[src/rtl/reducer_row_resolver.sv]
// ---------------------------------------------------------------------------
// reducer_row_resolver
//
// Purpose:
//   Takes the three rows left by the 7:3 column reducer (sum row s, single-
//   carry row c1, double-carry row c2, all already weight-aligned) and
//   resolves them into one exact 35-bit binary sum. The carry-propagate add
//   is done CHUNK bits per clock so only a small (CHUNK+2)-bit adder is
//   needed; an operation takes NPASS = ceil(35/CHUNK) add cycles.
//
// Ports:
//   clk        clock, all state changes on the rising edge
//   reset      synchronous, active-high reset
//   in_valid   upstream presents a row set
//   in_ready   high only while idle; a row set is taken on in_valid&&in_ready
//   in_s       sum row (weight 2^i)
//   in_c1      single-carry row, bit 0 is zero for legal rows
//   in_c2      double-carry row, bits 1:0 are zero for legal rows
//   out_valid  result is presented and held until accepted
//   out_ready  downstream accepts the result
//   out_sum    in_s + in_c1 + in_c2
//   busy       high while an operation is in flight (adding or presenting)
// ---------------------------------------------------------------------------
module reducer_row_resolver #(
    parameter int CHUNK = 8
) (
    input  logic        clk,
    input  logic        reset,
    input  logic        in_valid,
    output logic        in_ready,
    input  logic [31:0] in_s,
    input  logic [32:0] in_c1,
    input  logic [33:0] in_c2,
    output logic        out_valid,
    input  logic        out_ready,
    output logic [34:0] out_sum,
    output logic        busy
);

    localparam int NPASS = (35 + CHUNK - 1) / CHUNK;
    localparam int W     = NPASS * CHUNK;
    localparam int KW    = (NPASS > 1) ? $clog2(NPASS) : 1;

    typedef enum logic [1:0] {
        IDLE,
        ADD,
        DONE
    } state_t;

    state_t           state;
    logic [CHUNK-1:0] s_q   [NPASS];
    logic [CHUNK-1:0] c1_q  [NPASS];
    logic [CHUNK-1:0] c2_q  [NPASS];
    logic [CHUNK-1:0] res_q [NPASS];
    logic [1:0]       carry;
    logic [KW-1:0]    pass;

    logic [W-1:0]     s_pad;
    logic [W-1:0]     c1_pad;
    logic [W-1:0]     c2_pad;
    logic [CHUNK+1:0] t;
    logic [CHUNK-1:0] res_next [NPASS];
    logic [W-1:0]     res_flat;

    // The rows are zero-extended to a whole number of chunks so that every
    // pass sees a full CHUNK-wide slice of each row.
    assign s_pad  = {{(W-32){1'b0}}, in_s};
    assign c1_pad = {{(W-33){1'b0}}, in_c1};
    assign c2_pad = {{(W-34){1'b0}}, in_c2};

    assign in_ready = (state == IDLE);
    assign busy     = (state != IDLE);

    // The latched rows are kept as arrays of chunks that shift down by one
    // chunk per pass, so the adder always works on entry 0 and no variable
    // part-select is needed. Three CHUNK-bit operands plus a carry of at most
    // 2 can never exceed CHUNK+2 bits, so the 2-bit carry is always enough.
    // The result array shifts down the same way, taking the new chunk at the
    // top, so after NPASS passes chunk 0 has arrived at entry 0.
    always_comb begin
        t = {2'b00, s_q[0]} + {2'b00, c1_q[0]} + {2'b00, c2_q[0]}
            + {{CHUNK{1'b0}}, carry};
        for (int i = 0; i < NPASS; i++) begin
            res_next[i] = '0;
        end
        for (int i = 0; i < NPASS - 1; i++) begin
            res_next[i] = res_q[i+1];
        end
        res_next[NPASS-1] = t[CHUNK-1:0];
        res_flat = '0;
        for (int i = 0; i < NPASS; i++) begin
            res_flat[i*CHUNK +: CHUNK] = res_next[i];
        end
    end

    // The padding bits above bit 34 are always zero for legal reducer rows
    // because the largest possible sum fits in 35 bits; they are dropped.
    if (W > 35) begin : g_pad
        logic unused_pad;
        assign unused_pad = |res_flat[W-1:35];
    end

    // Control FSM. IDLE latches a row set, ADD resolves one chunk per cycle
    // with the carry rippling from pass to pass, DONE presents the result
    // until the downstream handshake. out_sum is only written on entry to
    // DONE so it keeps its previous value while a new sum is accumulating.
    // A reset anywhere discards the in-flight work. The data arrays need no
    // reset because they are always reloaded before use.
    always_ff @(posedge clk) begin
        if (reset) begin
            state     <= IDLE;
            out_valid <= 1'b0;
            out_sum   <= '0;
            pass      <= '0;
            carry     <= '0;
        end else begin
            case (state)
                IDLE: begin
                    if (in_valid) begin
                        for (int i = 0; i < NPASS; i++) begin
                            s_q[i]  <= s_pad[i*CHUNK +: CHUNK];
                            c1_q[i] <= c1_pad[i*CHUNK +: CHUNK];
                            c2_q[i] <= c2_pad[i*CHUNK +: CHUNK];
                        end
                        carry <= '0;
                        pass  <= '0;
                        state <= ADD;
                    end
                end
                ADD: begin
                    for (int i = 0; i < NPASS - 1; i++) begin
                        s_q[i]  <= s_q[i+1];
                        c1_q[i] <= c1_q[i+1];
                        c2_q[i] <= c2_q[i+1];
                    end
                    s_q[NPASS-1]  <= '0;
                    c1_q[NPASS-1] <= '0;
                    c2_q[NPASS-1] <= '0;
                    for (int i = 0; i < NPASS; i++) begin
                        res_q[i] <= res_next[i];
                    end
                    carry <= t[CHUNK+1:CHUNK];
                    if (pass == KW'(NPASS - 1)) begin
                        out_sum   <= res_flat[34:0];
                        out_valid <= 1'b1;
                        state     <= DONE;
                    end else begin
                        pass <= pass + 1'b1;
                    end
                end
                DONE: begin
                    if (out_ready) begin
                        out_valid <= 1'b0;
                        state     <= IDLE;
                    end
                end
                default: begin
                    out_valid <= 1'b0;
                    state     <= IDLE;
                end
            endcase
        end
    end

endmodule
[config.mk]
export PLATFORM = sky130hd
export DESIGN_NAME = reducer_row_resolver
export DESIGN_NICKNAME = d
export VERILOG_FILES = /design/src/rtl/reducer_row_resolver.sv
export SDC_FILE = /design/constraint.sdc
export NUM_CORES = 1
export LEC_CHECK = 0
export CORE_ASPECT_RATIO = 0.7
export CORE_MARGIN = 2
export CORE_UTILIZATION = 54
export CTS_BUF_LIST = sky130_fd_sc_hd__clkbuf_4
export CTS_CLUSTER_SIZE = 20
export DETAILED_ROUTE_END_ITERATION = 12
export HOLD_SLACK_MARGIN = 0.12
export PLACE_DENSITY = 0.8
export SYNTH_ARGS = -nofsm -noshare
export SYNTH_HDL_FRONTEND = slang
export SYNTH_SLANG_ARGS = --single-unit
export TNS_END_PERCENT = 1
[constraint.sdc]
create_clock -name clk -period 8.47 [get_ports clk]
set_clock_uncertainty 0.1 [all_clocks]
set_input_delay 1.2705 -clock clk [delete_from_list [all_inputs] [get_ports clk]]
set_output_delay 1.2705 -clock clk [all_outputs]
set_load 0.005 [all_outputs]
==> results of run 1 <==
-- registers in the layout, summed over array words and instances (netlist names) --
name       flops
c2_q          34
state          2
c1_q          33
pass           3
out_valid      1
out_sum       35
s_q           32
carry          2
res_q         32
-- critical path, stage by stage --
cell and delay (ns):
clkdlybuf4s50_1 0.39, buf_4 0.27, or3b_1 0.76, inv_4 0.56, buf_4 0.72, mux2_2 0.42
-- cell usage in the layout, fill, tap and decap left out --
master | netlist | final
a211oi_1 | 3 | 3
a21o_1 | 1 | 1
a21oi_1 | 45 | 45
a2bb2oi_1 | 1 | 1
and2_1 | 24 | 24
buf_4 | 5 | 4
bufinv_16 | 0 | 1
clkbuf_4 | 0 | 18
clkdlybuf4s50_1 | 0 | 140
clkinv_1 | 0 | 1
clkinv_2 | 1 | 2
clkinv_4 | 0 | 2
dfxtp_1 | 43 | 43
edfxtp_1 | 131 | 131
fa_1 | 10 | 10
ha_1 | 17 | 17
inv_1 | 25 | 25
inv_4 | 0 | 3
inv_6 | 0 | 5
inv_8 | 0 | 1
mux2_1 | 4 | 4
mux2_2 | 71 | 71
nand2_1 | 79 | 79
nand3_1 | 3 | 3
nand4b_1 | 2 | 2
nor2_1 | 9 | 8
nor2_4 | 0 | 1
nor3b_4 | 0 | 1
o211ai_1 | 2 | 2
o21a_1 | 2 | 2
o21ai_0 | 6 | 6
o21ai_1 | 1 | 1
o21ba_2 | 1 | 1
o21bai_1 | 2 | 2
or3b_1 | 1 | 1
or4_1 | 1 | 1
xnor2_1 | 2 | 2
xor2_1 | 4 | 4
-- final cells by class --
| cell class | instances | area, µm² | share of cell area [%] |
|---|---|---|---|
| Inverter | 26 | 100.1 | 1.110 |
| Tap cell | 166 | 207.7 | 2.303 |
| Multi-Input combinational cell | 292 | 2220 | 24.61 |
| Clock inverter | 14 | 128.9 | 1.429 |
| Timing Repair Buffer | 144 | 1431 | 15.87 |
| Clock buffer | 18 | 135.1 | 1.499 |
| Sequential cell | 174 | 4795 | 53.17 |
-- final timing paths --
path	from	depth (start not counted)	end	slack [ns]
worst max-delay path	reset	6	c2_q[0][10]	4.19
worst min-delay path	out_sum[2]	2	out_sum[2]	0.36
worst max register to register	state[0]	4	c2_q[0][10]	5.07
worst min register to register	out_sum[2]	2	out_sum[2]	0.36
-- through the flow --
stage / utilization [%] / setup WS (ns) / hold slack, ns / area [µm²] / power (µW)
floorplan: - / 2.052 / 0.3262 / 7242 / 1151
global placement: 66.63 / 3.665 / 0.3314 / 8753 / 1227
detailed placement: 66.63 / 3.579 / 0.3359 / 8753 / 1239
CTS: 68.64 / 4.163 / 0.3592 / 9017 / 1681
global route: 68.64 / 3.999 / 0.3612 / 9017 / 1739
finish: 68.64 / 4.186 / 0.3641 / 9017 / 1664
-- metal layers --
layer	part of all wire [%]	GRT usage (%)
met1	43	25.40
met3	7.3	6.033
met2	49	32.11
met5	0.17	0
met4	1.1	7.159
-- cells by family after synthesis --
kind of cell               Yosys count  share of synthesized area [%]
and+or+nand+nor                    120                          7.481
buffers and inverters               50                          3.334
muxes                               75                          11.66
DFF                                174                          66.21
xor gates and xnor gates             6                         0.7256
AOI/OAI and AO/OA                   64                          4.889
adders and majority gates           27                          5.701
-- power breakdown --
group	total, µW	switching (µW)	internal (µW)
registers	995	16.9	978
clock network	445	290	155
logic	224	103	121
==> run summary, run 1 <==
H-tree depth -> 4
Core Box Area -> 0.01314 mm²
Area grow syn2layout -> 24.52%
# rows -> 35
#FFs+latches synth -> 174
IO Count -> 141
Max FO, Critical Path -> 66
Area contributors post-synth -> edfxtp_1 (54%), dfxtp_1 (12%), mux2_2 (11%)
Required time of the critical path -> 8.65 ns
Worst hold path class -> flop to flop
Tcrit/Tclk final -> 50.58%
Postcts setup bufs -> 0
Slew @ Worst Pin -> 1.232 ns
Async S/R FF share, synth -> 0%
Clock Latency Late Sink -> 0.53 ns
Worst IR Drop VDD -> 0.1408 mV
Setup TNS -> 0 ns
GRT Util Overall -> 19.73%
Die ar. -> 0.01437 mm²
Via density -> 5.201
# fillers -> 901
Synth warn -> 0
# resized after CTS -> 0
Clk slew on worst S/H paths -> 0.15 ns
Initial Utilization -> 55.12%
Pins Over Slew Limit -> 0
Final setup fails -> 0
PwrDens -> 184.6 mW/mm²
Final wirelength -> 13,600 µm
CTS tree -> done
Worst Setup End Kind -> flop
# hold bufs at CTS -> 0
Unrepaired setup endpoints after global routing -> false
# DRC -> 0
Syn avg cell area -> 14.03 µm²
Port bufs -> 140
DR pass1 iterations -> 4
Crit path DAT -> 4.47 ns
First-pass GRT wire length -> 21,450 µm
Synthesized net count -> 646
Startpoint Class -> primary input
Clock sink count -> 174
Horiz. Die Dim -> 142.4 µm
P_leak -> 0.003146 µW
Synth top area share -> 54.32%
Achievable Freq -> 233.4 MHz
Vias -> 4,338
GP Congestion -> 0.7923
Hold Vio Cnt, Final -> 0
Dpl hpwl -> 9798 µm
Post-Syn Instances -> 516
Max-slew headroom -> 17.67%
Layout cell share with drive strength beyond 1 -> 16.47%
Post-synth EDFFs -> 131
Setup CP Type -> primary input to flop
Initial antenna violation count -> 2
Leading register cell type out of synthesis -> edfxtp_1
Vias in the first global route -> 4,321
Most frequent cell after synthesis -> edfxtp_1
Post-synth top area cell -> edfxtp_1
Initial drt markers -> 254
Max clock buf depth -> 2
Status -> finished, final reports clean
DP Cell Count -> 802
Chip height -> 100.9 µm
Final ANT Viol Nets -> 0
Commonest cells in the synthesized netlist -> edfxtp_1 (131), nand2_1 (79), mux2_2 (71)
Synth Cell Area -> 0.007242 mm²
Yosys cell types -> 32
Layout Cells excl Fill -> 834
Largest net degree at the start of global routing -> 67
Minimum clock period -> 4.284 ns
# Max-Cap Violations -> 0
Clk root buf -> clkbuf_4
Wire length per cell -> 16.30 µm
Final nets -> 785
Total grt overflow -> 0
Num CTS Buffers -> 17
Sequential-to-total area share from yosys stat -> 66.21%
Antenna cells -> 0
No activity file was read; power rests on OpenSTA's default activity.
==> inputs of run 2 (changes only) <==
Clock period 8.47 ns to 4.3 ns, I/O delays scaled along.
==> run 2 against run 1 <==
  * Die area did not move
  * Worst setup slack got worse by 3.0 ns
  * Sequential cell count did not move
  * First-iteration DRC count fell by 3.5%
  * Sequential share of layout area fell by 0.13 points
  * Critical path depth rose by 2
  * Via count fell by 1.2%
  * Total power rose by 94%
  * Global-route usage rose by 0.21 points
  * Critical endpoint is now res_q[0][39]
  * Highest routed layer is now met4
==> run summary, run 2 (synthesis results as in run 1) <==
Chip height -> 100.9 µm
Num CTS Buffers -> 17
CTS tree -> done
IO Count -> 141
# DRC -> 0
DP Worst Slack -> 1.086 ns
Startpoint Class -> flop
Most common cell after layout, fill and taps aside -> clkdlybuf4s50_1
Largest net degree at the start of global routing -> 100
Achievable Freq -> 323.9 MHz
Critical-path top delay cell -> fa_1
Unrepaired setup endpoints after global routing -> false
Tcrit/Tclk final -> 71.80%
Setup CP Type -> flop to flop
Dpl hpwl -> 9859 µm
DR pass1 iterations -> 6
Max-slew headroom -> 46.78%
Die ar. -> 0.01437 mm²
Vias -> 4,286
GP Congestion -> 0.8332
Total grt overflow -> 0
Max FO, Critical Path -> 3
# Max-Cap Violations -> 0
Final Util -> 68.81%
Core Box Area -> 0.01314 mm²
Final nets -> 788
Biggest regs -> out_sum x35, c2_q x34, c1_q x33
R2R Setup Slk -> 1.21 ns
Clk root buf -> clkbuf_4
Final ANT Viol Nets -> 0
GRT Util Overall -> 19.95%
Worst hold path class -> flop to flop
Max FFs per register -> 35
H-tree depth -> 4
Initial antenna violation count -> 2
Most flop-heavy register -> out_sum
Slowest Stage Delay on Critical Path -> 0.49 ns
# resized after CTS -> 0
Most used cell, CP -> fa_1
Clk slew on worst S/H paths -> 0.14 ns
PwrDens -> 357.2 mW/mm²
Buf+Inv Stages, Crit Path -> 0
Port bufs -> 140
Pins Over Slew Limit -> 0
Final wirelength -> 13,820 µm
Layout cell share with drive strength beyond 1 -> 16.84%
# fillers -> 937
Via density -> 5.115
Multi-input logic area -> 0.002220 mm²
Area grow syn2layout -> 24.83%
Horiz. Die Dim -> 142.4 µm
DP Cell Count -> 805
Clock sink count -> 174
Initial Utilization -> 55.12%
Crit-path leading delay family -> adder cells
Sequential Area -> 0.004795 mm²
Required time of the critical path -> 4.50 ns
Worst IR Drop VDD -> 0.1729 mV
Minimum clock period -> 3.087 ns
Status -> finished, final reports clean
Vias in the first global route -> 4,394
# rows -> 35
P_leak -> 0.003159 µW
Hold Vio Cnt, Final -> 0
Layout Cells excl Fill -> 838
Worst Setup Slack, final -> 1.213 ns
Max clock buf depth -> 2
Clock Latency Late Sink -> 0.55 ns
Setup TNS -> 0 ns
Worst Setup End Kind -> flop
Crit path DAT -> 3.28 ns
Initial drt markers -> 245
CP Cell Sequence -> fa_1 -> fa_1 -> ha_1 -> fa_1 -> a21oi_1 -> o21ai_0 -> a21oi_1 -> xnor2_1
# hold bufs at CTS -> 0
Final setup fails -> 0
First-pass GRT wire length -> 21,670 µm
Wire length per cell -> 16.50 µm
Postcts setup bufs -> 0
Slew @ Worst Pin -> 0.7975 ns
Total chip power -> 3229 µW
Commonest cells after routing, fill and taps aside -> clkdlybuf4s50_1 (140), edfxtp_1 (131), nand2_1 (79), mux2_2 (71), a21oi_1 (45)
[run 2: worst paths after layout]
kind / start / endpoint / cells past startpoint
max: s_q[0][1] / res_q[0][39] / 8
min: res_q[0][26] / res_q[0][18] / 0
max reg2reg: s_q[0][1] / res_q[0][39] / 8
min reg2reg: res_q[0][26] / res_q[0][18] / 0
[run 2: routing by layer]
metal / share of wire [%] / wire (µm) / vias up / track usage, %
li1: - / - / 2116 / -
met1: 43 / 5943 / 2049 / 24.91
met2: 49 / 6744 / 104 / 33.18
met3: 7.1 / 987 / 17 / 7.743
met4: 1.1 / 148 / 0 / 4.874
met5: 0 / 0 / - / 0
[run 2: metrics by stage]
stage / hold WS (ns) / instance area [µm²]
finish: 0.3546 / 9040
global route: 0.3612 / 9037
CTS: 0.3497 / 9037
detailed placement: 0.3385 / 8801
global placement: 0.3339 / 8801
floorplan: 0.3262 / 7244
[run 2: final cells by class]
| cell class | instances | area share (%) |
|---|---|---|
| tap | 166 | 2.298 |
| multi-input combinational | 292 | 24.55 |
| timing repair buffer | 147 | 16.36 |
| clock buffer | 18 | 1.495 |
| inverter | 26 | 1.107 |
| sequential | 174 | 53.04 |
| clock inverter | 14 | 1.121 |
| antenna | 1 | 0.02768 |
[run 2: where the power goes]
| group | internal (µW) | switching [µW] |
|---|---|---|
| Sequential | 1930 | 33.6 |
| Clock | 247 | 580 |
| Combinational | 239 | 203 |
| Total | 2410 | 817 |
==> inputs of run 3 (changes only) <==
Settings changed: CORE_UTILIZATION 54 to 48, PLACE_DENSITY 0.8 to 0.75.
Clock period 4.3 ns to 2.6 ns, I/O delays scaled along.
==> run 3 against run 2 <==
  * Final area grew 2.4%
  * Count of clock-buffer cells in the layout decreased by 1
  * The run now ends with setup timing left
  * Clock power rose by 97%
  * Worst setup slack lost 1.4 ns
==> run summary, run 3 (synthesis results as in run 1) <==
Chip height -> 106.8 µm
Worst r2r src -> c2_q[0][1]
# fillers -> 1,130
Setup CP Type -> flop to flop
Initial antenna violation count -> 1
Initial drt markers -> 224
Failing checks -> setup timing
DR pass1 iterations -> 4
Sequential Area -> 0.004795 mm²
Final ANT Viol Nets -> 0
Max FFs per register -> 35
Clk slew on worst S/H paths -> 0.16 ns
Worst IR Drop VDD -> 0.3712 mV
Unrepaired setup endpoints after global routing -> true
Hold Vio Cnt, Final -> 0
Max-slew headroom -> 68.78%
Worst Setup Slack, final -> -0.2041 ns
Most common cell after layout, fill and taps aside -> clkdlybuf4s50_1
Worst R2R End -> res_q[0][37]
Total grt overflow -> 0
Horiz. Die Dim -> 150.8 µm
Final nets -> 793
H-tree depth -> 4
Final setup fails -> 4
Clock sink count -> 174
DP Area -> 0.008904 mm²
Num CTS Buffers -> 17
Biggest regs -> out_sum x35, c2_q x34, c1_q x33
IO Count -> 141
# rows -> 37
Status -> complete, but fails checks
Vias -> 4,356
P_leak -> 0.003216 µW
Minimum clock period -> 2.804 ns
Clock Latency Late Sink -> 0.57 ns
Final wirelength -> 14,090 µm
Via density -> 4.995
Min-Delay Endpoint -> out_sum[34]
CTS tree -> done
# hold bufs at CTS -> 0
Design Area, Final -> 0.009253 mm²
Max FO, Critical Path -> 2
First-pass GRT wire length -> 23,080 µm
Layout cell share with drive strength beyond 1 -> 18.93%
Clk root buf -> clkbuf_4
Worst hold path class -> primary input to flop
Core Box Area -> 0.01472 mm²
Required time of the critical path -> 2.82 ns
Worst hold margin -> 0.2816 ns
Multi-input logic area -> 0.002272 mm²
Hold path cells -> 3
Startpoint Class -> flop
R2R Setup Slk -> -0.20 ns
Pins Over Slew Limit -> 0
Most flop-heavy register -> out_sum
Worst Setup End Kind -> flop
Die ar. -> 0.01610 mm²
Largest net degree at the start of global routing -> 68
Achievable Freq -> 356.6 MHz
Area grow syn2layout -> 27.76%
Vias in the first global route -> 4,631
# Max-Cap Violations -> 0
Initial Utilization -> 49.19%
Total chip power -> 5696 µW
PwrDens -> 615.7 mW/mm²
Crit path DAT -> 3.02 ns
GP Congestion -> 0.8187
Dpl hpwl -> 9672 µm
Tcrit/Tclk final -> 107.8%
Wire length per cell -> 16.16 µm
Commonest cells after routing, fill and taps aside -> clkdlybuf4s50_1 (139), edfxtp_1 (131), nand2_1 (79), mux2_2 (71), dfxtp_1 (43)
Hold Path Origin -> reset
DP Worst Slack -> -0.2507 ns
Max clock buf depth -> 2
Port bufs -> 140
Slew @ Worst Pin -> 0.4683 ns
GRT Util Overall -> 19.00%
# DRC -> 0
Reg2Reg Depth -> 8
[run 3: changes by cell type in the layout (fill, tap and decap cells not counted), moves of 2 or more]
cell and change:
a21oi_1 -3, a21oi_2 +2, buf_12 +2, buf_4 +3, bufinv_16 +2, clkinv_2 -2, clkinv_4 +2, ha_1 -3
ha_4 +2, o21ai_0 -2
[run 3: layout make-up]
type / instances / share of cell area, %
tap: 195 / 2.637
antenna: 1 / 0.02705
sequential: 174 / 51.82
clock inverter: 15 / 1.893
multi-input combinational: 292 / 24.56
inverter: 26 / 1.082
clock buffer: 17 / 1.379
timing repair buffer: 152 / 16.61
[run 3: critical path, stage by stage, from the launching register on]
cell	delay, ns
edfxtp_1	0.44
fa_1	0.52
fa_1	0.42
ha_2	0.20
fa_2	0.38
a21oi_4	0.16
buf_4	0.12
o21bai_1	0.06
xor2_1	0.14
[run 3: how the worst max path moves through the flow]
stage | end | depth (start not counted) | startpoint | slack (ns)
floorplan | res_q[0][39] | 8 | s_q[0][1] | -0.12
global placement | res_q[0][39] | 8 | s_q[0][1] | -0.21
detailed placement | res_q[0][39] | 8 | s_q[0][1] | -0.25
CTS | res_q[0][39] | 8 | c2_q[0][1] | -0.26
global route | res_q[0][39] | 8 | c2_q[0][1] | -0.32
finish | res_q[0][37] | 8 | c2_q[0][1] | -0.20
[run 3: report_power, final]
part	internal [µW]	leakage, µW	switching [µW]	total [µW]
registers	3190	0.00159	53.8	3240
logic	455	0.00146	376	831
clock network	607	0.000168	1020	1630
[run 3: timing repair]
action,in CTS,in global routing
hold endpoints to repair,0,0
setup buffers,0,0
pin swaps,7,5
setup endpoints to repair,4,8
gates resized for setup,4,4
[run 3: per-stage QoR]
| stage | cells | setup TNS, ns | util (%) |
|---|---|---|---|
| after floorplan | 516 | -10.47 | - |
| after global placement | 839 | -0.4554 | 60.48 |
| after detailed placement | 839 | -0.5969 | 60.48 |
| after CTS | 871 | -0.7498 | 62.65 |
| after global routing | 871 | -1.140 | 62.83 |
| final | 872 | -0.4929 | 62.85 |
[run 3: per-layer routing]
metal	wire length, µm	vias up	global-route usage [%]
met5	0	-	0
met4	142	0	5.274
met3	1176	12	7.574
met2	6386	130	28.77
met1	6388	2086	25.56
li1	-	2128	-
==> edit: new RTL, config.mk and constraints of run 3 <==
Set the parameter `CHUNK` to 16 (it was 8).
--- a/src/rtl/reducer_row_resolver.sv
+++ b/src/rtl/reducer_row_resolver.sv
@@ -22,7 +22,7 @@
 //   busy       high while an operation is in flight (adding or presenting)
 // ---------------------------------------------------------------------------
 module reducer_row_resolver #(
-    parameter int CHUNK = 8
+    parameter int CHUNK = 16
 ) (
     input  logic        clk,
     input  logic        reset,
Function: changed (Yosys sat finds a counterexample within 10 cycles, from zero or initial values and one cycle with reset high).
==> edit against run 3 <==
  * Hold slack better by 68 ps
  * Setup slack worse by 260 ps
  * Synthesized cell count is 21% higher
  * Cell area is 11% higher
  * Wire length is 5.3% higher
  * Via count is 15% higher
  * Sequential cell count is 1 lower
  * The flow still finishes with violations (setup timing)
  * Sequential share of layout area is 5.5 points lower
  * Fmax is 8.4% lower
  * Area after synthesis is 9.1% higher
Power is not compared: it rests on default switching activity, and its combinational part moved more than twofold at a synthesized area within 25%.
==> edit: results <==
{
  "outcome": "finished with violations",
  "violations": "setup timing",
  "grt_antenna_before_repair": 0,
  "path_max_fanout": 3,
  "synth_commonest_cells": "131 x edfxtp_1, 86 x nand2_1, 60 x inv_1",
  "grt_max_degree": 68,
  "r2r_end": "res_q[2][15]",
  "cpPeakStageDelay_ps": 520,
  "hold_class": "flip-flop to flip-flop",
  "synth-edff-count": 131,
  "clock_power_mw": 1.57,
  "setup_viol_count_final": 13,
  "crit_family": "adder cells",
  "grt_pass1_vias": 5095,
  "slew_violations": 0,
  "setup_slack_ps": -460,
  "met2_usage": 0.265,
  "placed_cells_incl_taps": 1008,
  "max-slew-margin-rel": 0.570,
  "cts.clk_slew.worst_paths_ps": 130,
  "root_buffer": "clkbuf_4",
  "r2r_cells": 11,
  "wl_mm": 14.8,
  "detailed_place.area_mm2": 0.00992,
  "num_antenna_cells": 0,
  "min_from": "res_q[2][7]",
  "yosysSeqAreaShare": 0.604,
  "drt_iter0_drc": 246,
  "powerComb_mw": 1.70,
  "worstSkewPairLatency_ps": 550,
  "grtUsageMet3": 0.0487,
  "drive_gt1_frac": 0.202,
  "min_path_cells": 0,
  "synthesis.nets": 775,
  "power.switching_mw": 1.74,
  "crit_arrival_ps": 3250,
  "grt_use_met1": 0.273,
  "hold-path-endpoint": "res_q[1][7]",
  "leakagePower_nw": 3.91,
  "fin_nets": 957,
  "dpl_worst_slack_ps": -416,
  "crit_start": "carry[1]",
  "yosysUniqueCellTypes": 44,
  "vias_per_cell": 4.83,
  "final.setup.tns_ps": -4350,
  "htreeDepth": 4,
  "firstDrtPassIters": 5,
  "yosys-top-cells-area": "edfxtp_1 50%, dfxtp_1 11%, mux2_2 7.3%",
  "ys_warn_count": 0,
  "hold_ws_ps": 350,
  "clockBufferDepth": 2,
  "reg.largest.list": "out_sum: 35 flops, c2_q: 34 flops, c1_q: 33 flops",
  "track_usage": 0.183,
  "hpwl_mm": 11.0,
  "num_vias": 5025,
  "grt_pass1_wl_mm": 24.9,
  "syn_avg_cell_area_um2": 12.7,
  "routabilityCongestion": 0.798,
  "ir_drop_uv": 291
}
==> edit: area by class of cell <==
class                           instances  area, um^2
Sequential cell                       173        4780
Clock buffer                           20         150
Inverter                               60         225
Multi-Input combinational cell        364        2920
Clock inverter                         11         145
Fill cell                            1254        5890
Tap cell                              225         282
Timing Repair Buffer                  188        1810
==> edit: cell families (layout without fill, tap and decap cells) <==
logic type               Yosys count  after routing  synth area share
flip-flops                       173            173             0.604
buffers and inverters             85            279            0.0434
XOR/XNOR                          13             13            0.0144
adder cells (fa/ha/maj)           50             50            0.0963
AND/OR/NAND/NOR                  170            170             0.108
multiplexers                      51             51            0.0727
AO/OA/AOI/OAI                     80             80            0.0616
==> edit: metal layers <==
layer,vias to the layer above,share of wire
met5,-,0
met3,15,0.055
met1,2352,0.51
met2,160,0.42
met4,0,0.011
li1,2498,-
==> edit: timing repair <==
item	CTS	global route
setup endpoints to repair	13	14
resized for setup	7	7
pin swaps	3	5
buffers inserted	0	2
